## src/rtl/axi4_lite_req_arbiter.sv

```systemverilog
// Two-requester round-robin arbiter driving one AXI4-Lite master port, one transaction in flight.
// Define AXI_ARB_TIMEOUT_EN to build the WAIT-state timeout (TIMEOUT_CYCLES) and sticky timeout_flag.
module axi4_lite_req_arbiter #(
    parameter int TIMEOUT_CYCLES = 256
) (
    input  logic        clock,
    input  logic        reset_n,
    input  logic        req0_valid,
    input  logic        req0_write,
    input  logic [31:0] req0_addr,
    input  logic [31:0] req0_wdata,
    input  logic [3:0]  req0_strb,
    output logic        req0_ready,
    output logic        req0_done,
    output logic [31:0] req0_rdata,
    output logic [1:0]  req0_resp,
    input  logic        req1_valid,
    input  logic        req1_write,
    input  logic [31:0] req1_addr,
    input  logic [31:0] req1_wdata,
    input  logic [3:0]  req1_strb,
    output logic        req1_ready,
    output logic        req1_done,
    output logic [31:0] req1_rdata,
    output logic [1:0]  req1_resp,
    output logic        write_en,
    output logic        read_en,
    output logic [31:0] write_addr_in,
    output logic [31:0] read_addr_in,
    output logic [31:0] write_data_in,
    output logic [3:0]  strobe_in,
    input  logic        write_done,
    input  logic        read_done,
    input  logic [31:0] read_data_out,
    input  logic [1:0]  write_response_out,
    input  logic [1:0]  read_response_out,
    output logic        timeout_flag
);
    typedef enum logic [1:0] {ST_IDLE, ST_ISSUE, ST_WAIT, ST_RESP} state_t;

    if (TIMEOUT_CYCLES < 2) begin : g_timeout_range
        $error("TIMEOUT_CYCLES must be at least 2");
    end

    state_t      state;
    logic        last_grant;
    logic        grant_id;
    logic        lat_write;
    logic        lat_bypass;

    logic        any_valid;
    logic        grant_sel;
    logic        sel_write;
    logic [31:0] sel_addr;
    logic [31:0] sel_wdata;
    logic [3:0]  sel_strb;
    logic        done_hit;
    logic        wait_expired;
    logic        fin_valid;
    logic [31:0] fin_rdata;
    logic [1:0]  fin_resp;

    // On a tie the requester that was not granted last wins.
    assign any_valid = req0_valid | req1_valid;
    assign grant_sel = (req0_valid && req1_valid) ? ~last_grant : req1_valid;
    assign sel_write = grant_sel ? req1_write : req0_write;
    assign sel_addr  = grant_sel ? req1_addr  : req0_addr;
    assign sel_wdata = grant_sel ? req1_wdata : req0_wdata;
    assign sel_strb  = grant_sel ? req1_strb  : req0_strb;

    // Ready is decided in the IDLE cycle itself because valid may drop at any time.
    assign req0_ready = reset_n && (state == ST_IDLE) && any_valid && !grant_sel;
    assign req1_ready = reset_n && (state == ST_IDLE) && any_valid &&  grant_sel;

    assign done_hit = lat_write ? write_done : read_done;

`ifdef AXI_ARB_TIMEOUT_EN
    localparam int CW = $clog2(TIMEOUT_CYCLES);
    logic [CW-1:0] wait_cnt;
    logic          timeout_q;
    assign wait_expired = (state == ST_WAIT) && (wait_cnt == CW'(TIMEOUT_CYCLES - 1));
    assign timeout_flag = timeout_q;
`else
    assign wait_expired = 1'b0;
    assign timeout_flag = 1'b0;
`endif

    // NOTE: every always_comb output gets a default first so no path can infer a latch.
    always_comb begin
        fin_valid = 1'b0;
        fin_rdata = '0;
        fin_resp  = '0;
        if (state == ST_ISSUE && lat_bypass) begin
            fin_valid = 1'b1;
            fin_resp  = 2'b10;
        end else if (state == ST_WAIT && done_hit) begin
            fin_valid = 1'b1;
            fin_resp  = lat_write ? write_response_out : read_response_out;
            fin_rdata = lat_write ? 32'h0 : read_data_out;
        end else if (wait_expired) begin
            fin_valid = 1'b1;
            fin_resp  = 2'b11;
        end
    end

    // NOTE: sequential state uses non-blocking assignments so every register sees pre-edge values.
    always_ff @(posedge clock) begin
        if (!reset_n) begin
            state         <= ST_IDLE;
            last_grant    <= 1'b1;
            grant_id      <= 1'b0;
            lat_write     <= 1'b0;
            lat_bypass    <= 1'b0;
            write_en      <= 1'b0;
            read_en       <= 1'b0;
            write_addr_in <= '0;
            read_addr_in  <= '0;
            write_data_in <= '0;
            strobe_in     <= '0;
            req0_done     <= 1'b0;
            req0_rdata    <= '0;
            req0_resp     <= '0;
            req1_done     <= 1'b0;
            req1_rdata    <= '0;
            req1_resp     <= '0;
`ifdef AXI_ARB_TIMEOUT_EN
            wait_cnt      <= '0;
            timeout_q     <= 1'b0;
`endif
        end else begin
            write_en   <= 1'b0;
            read_en    <= 1'b0;
            req0_done  <= 1'b0;
            req0_rdata <= '0;
            req0_resp  <= '0;
            req1_done  <= 1'b0;
            req1_rdata <= '0;
            req1_resp  <= '0;

            case (state)
                ST_IDLE: begin
                    if (any_valid) begin
                        grant_id      <= grant_sel;
                        last_grant    <= grant_sel;
                        lat_write     <= sel_write;
                        lat_bypass    <= sel_write && (sel_strb == 4'b0);
                        write_en      <= sel_write && (sel_strb != 4'b0);
                        read_en       <= !sel_write;
                        write_addr_in <= sel_write ? sel_addr  : '0;
                        read_addr_in  <= sel_write ? '0        : sel_addr;
                        write_data_in <= sel_write ? sel_wdata : '0;
                        strobe_in     <= sel_write ? sel_strb  : '0;
                        state         <= ST_ISSUE;
                    end
                end
                ST_ISSUE: begin
`ifdef AXI_ARB_TIMEOUT_EN
                    wait_cnt <= '0;
`endif
                    state <= lat_bypass ? ST_RESP : ST_WAIT;
                end
                ST_WAIT: begin
`ifdef AXI_ARB_TIMEOUT_EN
                    wait_cnt <= wait_cnt + CW'(1);
                    if (wait_expired && !done_hit) timeout_q <= 1'b1;
`endif
                    if (fin_valid) state <= ST_RESP;
                end
                ST_RESP:  state <= ST_IDLE;
                default:  state <= ST_IDLE;
            endcase

            if (fin_valid) begin
                write_addr_in <= '0;
                read_addr_in  <= '0;
                write_data_in <= '0;
                strobe_in     <= '0;
                req0_done     <= !grant_id;
                req1_done     <= grant_id;
                if (grant_id) begin
                    req1_rdata <= fin_rdata;
                    req1_resp  <= fin_resp;
                end else begin
                    req0_rdata <= fin_rdata;
                    req0_resp  <= fin_resp;
                end
            end
        end
    end
endmodule

```

## config.mk

```make
export PLATFORM = sky130hd
export DESIGN_NAME = axi4_lite_req_arbiter
export DESIGN_NICKNAME = d
export VERILOG_FILES = /design/src/rtl/axi4_lite_req_arbiter.sv
export SDC_FILE = /design/constraint.sdc
export NUM_CORES = 1
export LEC_CHECK = 0
export ABC_CLOCK_PERIOD_IN_PS = 4040
export BUFFER_PORTS_ARGS = -buffer_cell sky130_fd_sc_hd__buf_4
export CORE_AREA = 2 2 137 139
export DETAILED_ROUTE_END_ITERATION = 10
export DIE_AREA = 0 0 139 141
export GPL_ROUTABILITY_DRIVEN = 0
export PLACE_DENSITY_LB_ADDON = 0.2
export SLEW_MARGIN = 5
export SYNTH_ARGS = -nofsm -noshare
export SYNTH_HDL_FRONTEND = slang
export SYNTH_SLANG_ARGS = --single-unit
```

## constraint.sdc

```tcl
create_clock -name clock -period 4.04 [get_ports clock]
set_input_delay 0.606 -clock clock [delete_from_list [all_inputs] [get_ports clock]]
set_output_delay 0.606 -clock clock [all_outputs]
set_load 0.01 [all_outputs]
```

Word-level counts from Yosys, hierarchy flattened:

Index checks and enable logic that the tools add are counted.

* memories: 0
* bits in writable memories: 0
* latch bits: 0
* flip-flop bits (word level): 178
* output and inout bits: 175
* bits in read-only memories: 0
* input port bits: 180

* div/mod/pow operators: 0
* add/subtract/negate cells: 0
* reductions and logical operators: 22
* bitwise gates (word level): 4
* multipliers: 0
* muxes and demuxes: 22
* shifts and indexed selects: 0
* eq/ne operators: 5
* magnitude comparators: 0

Operator list (number)
* $mux W32: 8
* $mux W2: 5
* $logic_and A1 B1 Y1: 9
* $mux W4: 2
* $pmux W2 S4: 1
* $mux W1: 6
* $reduce_and A2 Y1: 3
* $reduce_and A3 Y1: 2
* $eq A2 B2 Y1 const B: 2
* $logic_not A4 Y1: 1
* $ne A2 B2 Y1 const B: 2
* $reduce_bool A4 Y1: 1
* $logic_not A1 Y1: 3
* $not A1 Y1: 3
* $reduce_or A3 Y1: 1
* $eq A2 B1 Y1 const B: 1
* $logic_not A2 Y1: 1
* $reduce_or A2 Y1: 1
* $or A1 B1 Y1: 1

Depth between registers and ports, before layout:

Gate-level depths: netlist of the first run.

* depth after elaboration: 6
* depth in mapped cells: 8
* gate-level depth less buffers: 5

Worst setup path after synthesis of the first run:

Ideal clock, no wire load.

* path kind: input port to output port
* start point: input port req1_valid
* end point: output port req0_ready
* required time: 3.434 ns
* cell stages on the path: 5
* arrival: 1.581 ns
* setup slack: 1.853 ns
* cells stage by stage: a21bo_2 clkbuf_1 buf_2 buf_2 and3_1

* cells in the longest elaborated chain, start to end: 4

RTL lines
* from (decl): line 17 `input logic req1_valid,`
* $logic_and A1 B1 Y1: line 65 `assign grant_sel = (req0_valid && req1_valid) ? ~last_grant : req1_valid;`
* $mux W1: line 65
* $logic_not A1 Y1: line 72 `assign req0_ready = reset_n && (state == ST_IDLE) && any_valid && !grant_sel;`
* $logic_and A1 B1 Y1 (*): line 72
* to (decl): line 13 `output logic req0_ready,`

Mark *: on every way between the ends. The rest lies on a longest branch, timed or not.

Final worst setup path of the first run:

* start point: register state[0]
* end point: output port req0_ready

* cells in the longest elaborated chain, start to end: 4

RTL lines
* from (decl): line 45 `state_t state;`
* from (signal assigned): line 160 `state <= lat_bypass ? ST_RESP : ST_WAIT;`
* $logic_not A2 Y1: line 72
* $logic_and A1 B1 Y1 (3 in a row): line 72

No other way between the ends.

==> results of run 1 <==
## cell type report
type	count	area, um2
repair buffers	361	2750
clock inverters	14	175
clock buffers	18	429
inverters	6	22.5
well taps	234	293
flip-flops and latches	178	3560
multi-input cells	524	3630
fillers	1674	7410
## registers in the layout, summed over array words and instances (netlist names), 2 cells and up
register       count
read_addr_in      32
req0_rdata        32
req1_rdata        32
write_addr_in     32
write_data_in     32
strobe_in          4
req0_resp          2
req1_resp          2
state              2
## cell usage after synthesis
cell       instances
dfxtp_1          178
nand2_1          143
mux2i_1          102
a22o_1            99
and2_1            65
nand2b_1          63
clkbuf_1          49
buf_2             13
inv_1              6
nor2_1             6
a21oi_1            5
o21ai_0            4
ha_1               3
nor2b_1            3
nor4_1             3
and3_1             2
buf_4              2
nand3_1            2
nand3b_1           2
o211ai_1           2
a2111oi_0          1
a2111oi_4          1
a211o_1            1
a211oi_1           1
a211oi_2           1
a21bo_2            1
a21boi_0           1
a21o_1             1
a22oi_1            1
a31oi_1            1
and3b_1            1
conb_1             1
mux2_2             1
nor3_1             1
o21a_1             1
o31ai_1            1
o32ai_1            1
or2_2              1
or3b_2             1
or4_1              1
## where the power goes
part	total, W	switching (W)	leakage (nW)	internal [W]
sequential	0.00213	0.000136	1.44	0.00199
combinational	0.00142	0.000738	3.75	0.000686
clock	0.00167	0.000740	0.285	0.000934
total	0.00522	0.00161	5.48	0.00361
## worst max-delay path, delay by kind of cell, from the launching register on
kind | cells | cell delay, ns
adder cells (fa/ha/maj) | 1 | 0.30
flip-flops | 1 | 0.31
AND/OR/NAND/NOR | 1 | 0.20
AO/OA/AOI/OAI | 1 | 0.35
buffers and inverters | 2 | 0.22
## per-layer routing
| metal | vias to the layer above | GRT usage (%) | wire (um) |
|---|---|---|---|
| met5 | - | 0 | 11 |
| met4 | 2 | 11.1 | 863 |
| met3 | 54 | 7.85 | 1910 |
| met2 | 282 | 36.8 | 10400 |
| met1 | 3004 | 24.6 | 8840 |
| li1 | 3267 | - | - |
## final timing paths
path / from / end / slack, ns
max: state[0] / req0_ready / 1.62
min: read_data_out[18] / req1_rdata[18] / 0.39
max reg2reg: state[1] / read_addr_in[24] / 1.91
min reg2reg: write_addr_in[30] / write_addr_in[30] / 0.48
## metrics by stage
| stage | hold slack [ns] | std cells | total power [W] |
|---|---|---|---|
| finish | 0.391 | 1335 | 0.00522 |
| global route | 0.371 | 1335 | 0.00549 |
| CTS | 0.373 | 1335 | 0.00527 |
| detailed placement | 0.466 | 1303 | 0.00359 |
| global placement | 0.463 | 1303 | 0.00359 |
| floorplan | 0.455 | 772 | 0.00290 |
## cells by family after synthesis
logic type	Yosys count
compound gates	123
fa+ha+maj	3
buf+inv	70
flops	178
mux	103
other cells	1
simple gates	294
==> metrics.md, run 1 <==
| Metric | Value |
|---|---|
| Max Cap Viol | `0` |
| Maximum clock rate | `414 MHz` |
| Initial antenna violation count | `1` |
| Postcts setup bufs | `0` |
| Synth Warn # | `0` |
| Post-synthesis xor/xnor area fraction | `0%` |
| Row Count | `50` |
| Largest net degree at the start of global routing | `100` |
| Slew @ Worst Pin | `0.735 ns` |
| Max-Slew Margin vs Limit | `51.0%` |
| Pre-antenna DRT Iters | `4` |
| Share of layout cells above drive strength 1 | `36.3%` |
| Final wirelength | `22000 um` |
| Post-synth top area share | `47.8%` |
| Synth Area in Adders | `0.504%` |
| Avg Cell Area, Syn | `9.65 um2` |
| Crit end category | `output port` |
| Status | `completed` |
| Number of DRC markers in iteration 0 | `281` |
| Design Area, Final | `0.0109 mm2` |
| RSZ-0062 raised after global routing | `no` |
| Root buffer cell | `clkbuf_16` |
| Slowest-stage cell, CP | `o21a_1` |
| Tmin final | `2.42 ns` |
| Commonest cells after routing, fill and taps aside | `buf_4, dfxtp_1, nand2_1` |
| Syn Nets | `955` |
| Vias | `6609` |
| CTS clk-pin slew, worst paths | `0.07 ns` |
| Fin. max-slew vios | `0` |
| Peak VDD IR | `0.000285 V` |
| HP Class | `input pin to flop` |
| H-tree depth | `4` |
| ANT nets after route | `0` |
| Yosys reg bits | `178` |
| Dpl ws | `1.66 ns` |
| Largest area contributor in the synthesized netlist | `dfxtp_1` |
| CP Class | `flop to output port` |
| Clock Latency Late Sink | `0.42 ns` |
| Vias in the first global route | `6539` |
| Worst Path Required | `3.43 ns` |
| Post-synthesis mux area share | `13.9%` |
| PD cells | `481 mW/mm2` |
| Vias per cell | `4.95` |
| First-pass GRT wire length | `34100 um` |
| Leakage power | `5.48 nW` |
| Reg2Reg Depth | `6` |
| Post-CTS resize count | `0` |
| # hold bufs at CTS | `0` |
| Initial Utilization | `40.8%` |
| TritonCTS clock tree | `yes` |
| Final worst-path cycle share | `59.8%` |
| Worst Setup Start Kind | `flop` |
| Area delta synth->final | `45.7%` |
| Most common cell after layout, fill and taps aside | `buf_4` |
| Hold path depth | `2` |
| Clk sinks | `178` |
| Total CTS buffers | `17` |
| Diodes inserted | `0` |
| Nets | `1271` |
| Netlist Area Pre-Place | `0.00745 mm2` |
| # IOs | `355` |
| Clk_skew | `0.0157 ns` |
| Compound-gate portion of the synthesized area | `14.2%` |
| Synth cell types | `40` |
| Dpl hpwl | `15600 um` |
| Buffers added on ports | `353` |
| WP data arrival | `1.81 ns` |
| Post-route core utilization | `59.4%` |
| Main combinational cell family by area after synthesis | `simple AND/OR/NAND/NOR gates` |
| Die area | `0.0196 mm2` |
| Setup TNS | `0 ns` |
| Fin worst setup slack | `1.62 ns` |
| Die Span Y | `141 um` |
| Cell Area, Placed | `0.0103 mm2` |
| Die Width | `139 um` |
| DRC | `0` |
| CP max FO | `8` |
| Core area | `0.0183 mm2` |
| Final setup fails | `0` |
| GRT overflow | `0` |
| CP Cell Sequence | `inv_1, ha_1, o21a_1, and3_1, buf_4` |
| Tot GR Track Use | `21.9%` |
| CP peak stage delay | `0.35 ns` |
| Cells after Synth | `772` |
| WL/cell | `16.5 um` |
| Simple-Gate Fraction of Synth Area | `19.8%` |
| Seq/Total Area, Yosys | `47.8%` |
| Final Hold Fails | `0` |
| Leading post-synthesis cells by cell area | `dfxtp_1, mux2i_1, a22o_1` |
| Clock Tree Buf Depth | `2` |
Power figures use the tool's default switching activity.
==> inputs of run 2 (changes only) <==
--- a/config.mk
+++ b/config.mk
@@ -5,7 +5,8 @@
 export SDC_FILE = /design/constraint.sdc
 export NUM_CORES = 1
 export LEC_CHECK = 0
-export ABC_CLOCK_PERIOD_IN_PS = 4040
+export ABC_AREA = 1
+export ABC_CLOCK_PERIOD_IN_PS = 2300
 export BUFFER_PORTS_ARGS = -buffer_cell sky130_fd_sc_hd__buf_4
 export CORE_AREA = 2 2 137 139
 export DETAILED_ROUTE_END_ITERATION = 10
==> constraint.sdc (replaced) <==
create_clock -name clock -period 2.3 [get_ports clock]
set_input_delay 0.345 -clock clock [delete_from_list [all_inputs] [get_ports clock]]
set_output_delay 0.345 -clock clock [all_outputs]
set_load 0.01 [all_outputs]
==> run 2 against run 1 <==
Largest power group unchanged. Critical endpoint unchanged. Critical path type unchanged. Sequential share of layout area grew 2.3 points. Utilization fell by 4.0 points. Largest cell class is now sequential cells. Combinational power up 98%. Sequential cell count unchanged. Global-route usage down 0.16 points. Clock power grew 76%.
==> metrics.md, run 2 <==
| Metric | Value |
|---|---|
| RSZ-0062 raised after global routing | `no` |
| Tot GR Track Use | `21.7%` |
| Vias | `6882` |
| Final worst-path cycle share | `90.5%` |
| Pre-antenna DRT Iters | `5` |
| Fin. max-slew vios | `0` |
| Core area | `0.0183 mm2` |
| Avg Cell Area, Syn | `7.36 um2` |
| M2 GR Usage | `37.4%` |
| Multi-input gate area | `0.00276 mm2` |
| Seq/Total Area, Yosys | `52.9%` |
| Initial Utilization | `36.9%` |
| Nets | `1427` |
| Maximum clock rate | `480 MHz` |
| CP Class | `flop to output port` |
| Worst hold start | `read_data_out[16]` |
| Synth cell types | `23` |
| Worst Path Required | `1.96 ns` |
| Count leader, synth | `nand2_1` |
| GRT overflow | `0` |
| Die Span Y | `141 um` |
| Total CTS buffers | `17` |
| Hold Path Sink | `req1_rdata[16]` |
| Vias in the first global route | `6511` |
| Max-Slew Margin vs Limit | `57.0%` |
| PD cells | `928 mW/mm2` |
| Final Hold Fails | `0` |
| Most common cell after layout, fill and taps aside | `nand2_1` |
| Largest net degree at the start of global routing | `101` |
| Hold path depth | `3` |
| CP peak stage delay | `0.32 ns` |
| Buffers added on ports | `353` |
| GR Util met3 | `7.44%` |
| WP data arrival | `1.74 ns` |
| First-pass GRT wire length | `34000 um` |
| Post-synth EDFFs | `0` |
| Die Width | `139 um` |
| Number of DRC markers in iteration 0 | `259` |
| Initial antenna violation count | `0` |
| Share of layout cells above drive strength 1 | `33.0%` |
| HP Class | `input pin to flop` |
| CP Cell Sequence | `inv_1, ha_1, nand2_4, inv_1, nand2_1, nor2_1, buf_4` |
| Leading post-synthesis cells by cell area | `dfxtp_1, nand2_1, a21oi_1` |
| ANT nets after route | `0` |
| Dpl hpwl | `16200 um` |
| Clock Latency Late Sink | `0.43 ns` |
| Tmin final | `2.08 ns` |
| R2R setup slack | `0.48 ns` |
| Syn Nets | `1098` |
| # IOs | `355` |
| Cells after Synth | `915` |
| Leakage power | `4.87 nW` |
| Register Area | `0.00356 mm2` |
| Post-CTS resize count | `0` |
| Max Cap Viol | `0` |
| Synth async-reset ratio | `0%` |
| CP top delay family | `buffers and inverters` |
| Layout filler cell count | `1837` |
| H-tree depth | `4` |
| Yosys reg bits | `178` |
| Row Count | `50` |
| Root buffer cell | `clkbuf_16` |
| Clock Tree Buf Depth | `2` |
| Synth Warn # | `0` |
| Worst Setup Start Kind | `flop` |
| Design Area, Final | `0.0101 mm2` |
| Main synth FF type | `dfxtp_1` |
| Met1 Use GR | `24.5%` |
| Reg2Reg Depth | `7` |
| Status | `completed` |
| WL/cell | `14.7 um` |
| Gr busiest metal | `met2` |
| CP Depth | `7` |
| CTS clk-pin slew, worst paths | `0.07 ns` |
| Die area | `0.0196 mm2` |
| Setup TNS | `0 ns` |
| Power, Total | `0.00941 W` |
| CP max FO | `16` |
| Area delta synth->final | `50.5%` |
| Worst Path Buf+Inv | `3` |
| Largest area contributor in the synthesized netlist | `dfxtp_1` |
| Netlist Area Pre-Place | `0.00673 mm2` |
| Slowest-stage cell, CP | `dfxtp_1` |
| Worst path most repeated cell | `inv_1` |
| Worst R2R End | `write_addr_in[27]` |
| Peak VDD IR | `0.000545 V` |
| Clk_skew | `0.0107 ns` |
| TritonCTS clock tree | `yes` |
| Diodes inserted | `0` |
| Clk sinks | `178` |
| Postcts setup bufs | `0` |
| Final setup fails | `0` |
| Crit end category | `output port` |
| Vias per cell | `4.62` |
| Synth top cells by count | `nand2_1, dfxtp_1, a21oi_1` |
| Reg2reg start | `state[0]` |
| Commonest cells after routing, fill and taps aside | `nand2_1, buf_4, dfxtp_1` |
| Post-synth top area share | `52.9%` |
| # hold bufs at CTS | `0` |
| Cell Area, Placed | `0.00952 mm2` |
| Final wirelength | `21900 um` |
| DRC | `0` |
| Slew @ Worst Pin | `0.644 ns` |
==> run 2: cell count changes after synthesis, moves of 65 or more <==
cell,delta
nand2_1,+275
mux2i_1,-102
a21oi_1,+100
a22o_1,-99
nor2_1,+68
and2_1,-65
==> run 2: worst max-delay path by stage <==
stage	startpoint	end	slack, ns
after floorplan	req1_valid	req1_ready	0.76
after global placement	state[0]	write_addr_in[28]	0.57
after detailed placement	state[0]	write_addr_in[27]	0.51
after CTS	state[0]	req0_ready	0.21
after global routing	state[1]	req0_ready	0.10
final	state[0]	req0_ready	0.22
==> run 2: logic make-up after synthesis <==
logic type / Yosys count / synth area share [%]
and+or+nand+nor: 547 / 32.0
DFF: 178 / 52.9
AOI/OAI and AO/OA: 108 / 8.14
buffers and inverters: 78 / 6.34
adders and majority gates: 3 / 0.558
other: 1 / 0.0557
==> run 2: metal layers <==
layer	share of wire [%]	wire length, um
met1	40	8680
met2	49	10800
met3	7.9	1740
met4	3.0	666
met5	0	0
==> run 2: cell type report <==
cell class              instances  share of cell area [%]
clock buffers                  17                    4.20
clock inverters                15                    1.84
inverters                      17                   0.630
multi-input cells             659                    27.2
flip-flops and latches        178                    35.2
well taps                     234                    2.89
repair buffers                371                    28.1
==> run 2: tightest hold or removal path, cell delays in order <==
cell and delay (ns):
buf_4 0.11, inv_1 0.06, nor4_1 0.05
==> run 2: metrics by stage <==
step	instances	setup slack, ns	hold slack [ns]	utilization [%]
after floorplan	915	0.759	0.444	-
after global placement	1459	0.574	0.452	52.1
after detailed placement	1459	0.513	0.455	52.1
after CTS	1491	0.209	0.158	55.5
after global routing	1491	0.101	0.176	55.5
final	1491	0.218	0.176	55.5
==> run 2: power by group <==
group          switching (W)  internal, W  total, W
Combinational        0.00168      0.00113   0.00281
Clock                0.00137      0.00156   0.00294
Sequential          0.000195      0.00347   0.00366
Total                0.00325      0.00616   0.00941
